--- config.mk ---
export PLATFORM = sky130hd
export DESIGN_NAME = hour_counter_cfg
export DESIGN_NICKNAME = d
export VERILOG_FILES = /design/src/rtl/hour_counter_cfg.sv
export SDC_FILE = /design/constraint.sdc
export NUM_CORES = 1
export LEC_CHECK = 0
export ABC_AREA = 1
export CORE_MARGIN = 2
export CORE_UTILIZATION = 48
export DETAILED_ROUTE_END_ITERATION = 8
export GPL_TIMING_DRIVEN = 0
export PLACE_DENSITY = 0.84
export SYNTH_ARGS = -nofsm -noshare
export SYNTH_HDL_FRONTEND = slang
export SYNTH_SLANG_ARGS = --single-unit
--- constraint.sdc ---
create_clock -name clk -period 2.9 [get_ports clk]
set_input_delay 0.435 -clock clk [delete_from_list [all_inputs] [get_ports clk]]
set_output_delay 0.435 -clock clk [all_outputs]
set_load 0.005 [all_outputs]
--- src/rtl/hour_counter_cfg.sv ---
// Purpose: binary 0-23 hour register with run-time 12/24-hour BCD display mapping and a day-carry pulse.
// Latency: state updates on the sampling edge; digits and pm follow combinationally from the stored hour.
// Backpressure: none; tick, adjust and load strobes are accepted on every cycle.
module hour_counter_cfg #(
  parameter int UNIT_W     = 4,
  parameter int TEN_W      = 2,
  parameter int RESET_HOUR = 0
) (
  input  logic              clk,
  input  logic              rst,
  input  logic              en_h,
  input  logic              up,
  input  logic              down,
  input  logic              mode_12,
  input  logic              load,
  input  logic [4:0]        load_hour,
  output logic [UNIT_W-1:0] hour_unit,
  output logic [TEN_W-1:0]  hour_ten,
  output logic              pm,
  output logic              pulse_day
);

  // An out-of-range reset hour would leave the register outside its legal cycle.
  if (RESET_HOUR < 0 || RESET_HOUR > 23) begin : g_bad_reset_hour
    $error("hour_counter_cfg: RESET_HOUR must be in 0..23");
  end

  localparam logic [4:0] RST_HR = 5'(RESET_HOUR);

  logic [4:0] hr;
  logic [4:0] disp;
  logic [4:0] ten_v;
  logic [4:0] unit_v;

  // Hour register: load beats adjust beats tick; only a tick wrapping 23->0 raises the day carry.
  always_ff @(posedge clk or posedge rst) begin
    if (rst) begin
      hr        <= RST_HR;
      pulse_day <= 1'b0;
    end else begin
      pulse_day <= 1'b0;
      if (load) begin
        // An illegal load value is dropped, and it still blocks adjust/tick this cycle.
        if (load_hour <= 5'd23) begin
          hr <= load_hour;
        end
      end else if (up ^ down) begin
        if (up) begin
          hr <= (hr == 5'd23) ? 5'd0 : hr + 5'd1;
        end else begin
          hr <= (hr == 5'd0) ? 5'd23 : hr - 5'd1;
        end
      end else if (en_h) begin
        // up and down together cancel, so a tick in that cycle still advances the hour.
        hr <= (hr == 5'd23) ? 5'd0 : hr + 5'd1;
        pulse_day <= (hr == 5'd23);
      end
    end
  end

  // Display mapping: pick the shown value, then split it into ten and unit digits.
  always_comb begin
    disp = hr;
    if (mode_12) begin
      if (hr == 5'd0) begin
        disp = 5'd12;
      end else if (hr > 5'd12) begin
        disp = hr - 5'd12;
      end
    end
    if (disp >= 5'd20) begin
      ten_v  = 5'd2;
      unit_v = disp - 5'd20;
    end else if (disp >= 5'd10) begin
      ten_v  = 5'd1;
      unit_v = disp - 5'd10;
    end else begin
      ten_v  = 5'd0;
      unit_v = disp;
    end
  end

  assign hour_ten  = TEN_W'(ten_v);
  assign hour_unit = UNIT_W'(unit_v);
  assign pm        = (hr >= 5'd12);

endmodule

==> impl_metrics.py <==
metrics = {
    "cts": {
        "cts_hold_buf": 0,
        "cts-buffers-inserted": 3,
        "cts_sinks": 6,
        "htreeDepth": 1,
        "ctsLongestPathBuffers": 2,
        "clk_latency_ns": 0.23,
        "cts_tree": "built",
        "cts.reportedPaths.clkPinSlew_ns": 0.04,
        "root_buffer": "clkbuf_4",
    },
    "pwr": {
        "p_per_area_mw_per_mm2": 594,
        "max-vdd-ir-drop_mv": 0.409,
        "p_leak_nw": 0.620,
        "power_mw": 0.728,
    },
    "floorplan": {
        "rows": 14,
        "io_pins": 20,
        "die-area_mm2": 0.00204,
        "initial_core_util_pct": 52.8,
        "die_w_um": 45.2,
        "core_mm2": 0.00154,
        "die_h_um": 45.2,
    },
    "synthesis": {
        "synth_common_cells": "30 x nand2_1, 17 x inv_1, 11 x o21ai_0",
        "syn_area_um2": 815,
        "synth_edf_count": 0,
        "yosys-top-cells-area": "dfrtp_1 18%, nand2_1 14%, ha_1 11%",
        "ys.flop_type": "dfrtp_1",
        "synth_top_cell_by_area": "dfrtp_1",
        "synthCells": 124,
        "synthArstFlopShare_pct": 100,
        "yosysTopAreaCellShare_pct": 18.4,
        "ys_seq_area_share_pct": 18.4,
        "syn-num-nets": 143,
        "yosysWarningCount": 0,
        "ys_seq_elements": 6,
        "ys_types": 24,
        "synth.most_common_cell": "nand2_1",
        "avgSynthCellArea_um2": 6.57,
    },
    "routing": {
        "drtPass1Iterations": 4,
        "avgViaCountPerCell": 5.69,
        "wl_mm": 2.48,
        "dr.first_iter.drc_count": 32,
        "avgRoutedWirePerCell_um": 14.1,
        "drcViolationCount": 0,
        "routed-via-count": 1001,
        "ant_nets": 0,
    },
    "sta": {
        "finalSetupViolCount": 0,
        "max_slew_margin_pct": 79.3,
        "finalCritPeriodShare_pct": 97.3,
        "hold_violations": 0,
        "min_period_ns": 2.82,
        "whs_ns": 0.409,
        "slew_violations": 0,
        "clock_skew_ns": 0.00242,
        "max_freq_mhz": 354,
        "worst_slew_pin_slew_ns": 0.311,
    },
    "global_route": {
        "antenna_found_initial": 0,
        "grt_pass1_vias": 900,
        "grt_use_total_pct": 24.3,
        "grt_start_max_net_pins": 10,
        "gr-total-overflow": 0,
        "grt_pass1_wl_mm": 3.70,
    },
    "critical_path": {
        "crit_chain": "buf_6, inv_4, ha_4, nand2_1, nor2_1, inv_1, o211ai_1, nand2_1, nand2_1, inv_1, o211ai_1, nand2_1, clkdlybuf4s50_1",
        "end_kind": "output port",
        "reg2reg_to": "hr[3]$_DFFE_PP0P_",
        "cp_max_fo": 6,
        "startpoint": "hr[2]$_DFFE_PP0P_",
        "cp_slowest_cell": "clkdlybuf4s50_1",
        "r2r_start": "hr[0]$_DFFE_PP0P_",
        "critPathMostFrequentCell": "nand2_1",
        "crit_arrival_ns": 2.39,
        "worst_setup_path_start_kind": "register",
        "r2r_cells": 7,
        "r2r_slack_ns": 1.20,
        "critPathKind": "reg -> out",
        "slowest_delay_ns": 0.44,
        "cp.required_ns": 2.47,
    },
    "finish": {
        "final_util_pct": 79.5,
        "fillers": 108,
        "drive_gt1_share_pct": 28.1,
        "area_delta_synth_final_pct": 50.5,
        "fin_nets": 181,
        "multi_input_area_um2": 637,
        "seqCellArea_um2": 153,
        "design_area_mm2": 0.00123,
        "stdcell_count": 176,
        "n_antenna_cell": 0,
    },
    "run": {
        "maxCapViolations": 0,
    },
    "placement": {
        "dpl_cell_area_mm2": 0.00102,
        "dp.cells": 159,
        "hpwlAfterDp_mm": 1.49,
        "portBuffers": 19,
        "place.gp.congestion": 0.875,
    },
    "hold_path": {
        "min-delay-path-class": "in -> async",
    },
    "outcome": {
        "status": "finished, final reports clean",
    },
}
-- power breakdown --
group	total [mW]	internal, mW	leakage, nW	switching (mW)
sequential	0.122	0.0996	0.0709	0.0223
combinational	0.535	0.256	0.535	0.279
clock	0.0717	0.0465	0.0138	0.0252
total	0.728	0.402	0.620	0.327
-- logic make-up (layout without fill, tap and decap cells) --
logic type / count (synthesis) / after routing / synth area share [%]
AO/OA/AOI/OAI: 25 / 25 / 17.7
XOR/XNOR: 3 / 3 / 3.23
adder cells (fa/ha/maj): 7 / 7 / 10.8
buffers and inverters: 22 / 58 / 10.6
flip-flops: 6 / 6 / 18.4
AND/OR/NAND/NOR: 61 / 61 / 39.3
-- how the worst max path moves through the flow --
stage	slack (ns)	endpoint	cells past startpoint
CTS	0.01	hour_ten[0]	15
floorplan	0.57	hour_unit[1]	15
global route	-0.04	hour_unit[2]	13
global placement	-0.20	hour_unit[1]	13
detailed placement	-0.22	hour_unit[1]	13
finish	0.08	hour_unit[2]	13
-- registers in the layout (all words and copies together), names as in the netlist --
| signal | count |
|---|---|
| pulse_day | 1 |
| hr | 5 |
-- what timing repair did --
item	in CTS	in global routing
setup buffers	9	5
setup endpoints to repair	5	3
pin swaps	3	3
resized for setup	18	7
-- worst max-delay path, delay by kind of cell (launching register included) --
| family | cells | cell delay (ns) |
|---|---|---|
| AOI/OAI and AO/OA | 2 | 0.18 |
| and+or+nand+nor | 5 | 0.54 |
| adders and majority gates | 1 | 0.16 |
| DFF | 1 | 0.39 |
| buffers and inverters | 5 | 0.88 |
-- routing by layer --
metal | up-vias | routed length [µm] | global-route usage, %
li1 | 488 | - | -
met1 | 457 | 986 | 27.1
met2 | 48 | 1290 | 46.9
met3 | 8 | 143 | 4.00
met4 | 0 | 59 | 5.88
met5 | - | 0 | 0
-- placed cells by master, fill, tap and decap left out, types with 4 or more instances in the layout --
cell / n
nand2_1: 29
dfrtp_1: 4
inv_2: 5
nand3_1: 9
o211ai_1: 6
nand2_2: 5
nor2_1: 5
a21oi_1: 6
o21ai_0: 11
buf_4: 14
nand4_1: 5
inv_1: 13
clkdlybuf4s50_1: 14
-- stage by stage --
step / setup WS, ns / TNS, ns
after global placement: -0.200 / -0.604
after detailed placement: -0.219 / -0.679
after floorplan: 0.575 / 0
final: 0.0771 / 0
after global routing: -0.0390 / -0.0390
after CTS: 0.0115 / 0
-- final cells by class --
cell class	instances	share of cell area (%)
buffer	1	0.918
timing repair buffer	33	24.2
sequential	6	12.4
inverter	21	7.04
clock buffer	3	1.84
multi-input combinational	96	51.9
tap	16	1.63
(Power assumes the default switching activity.)
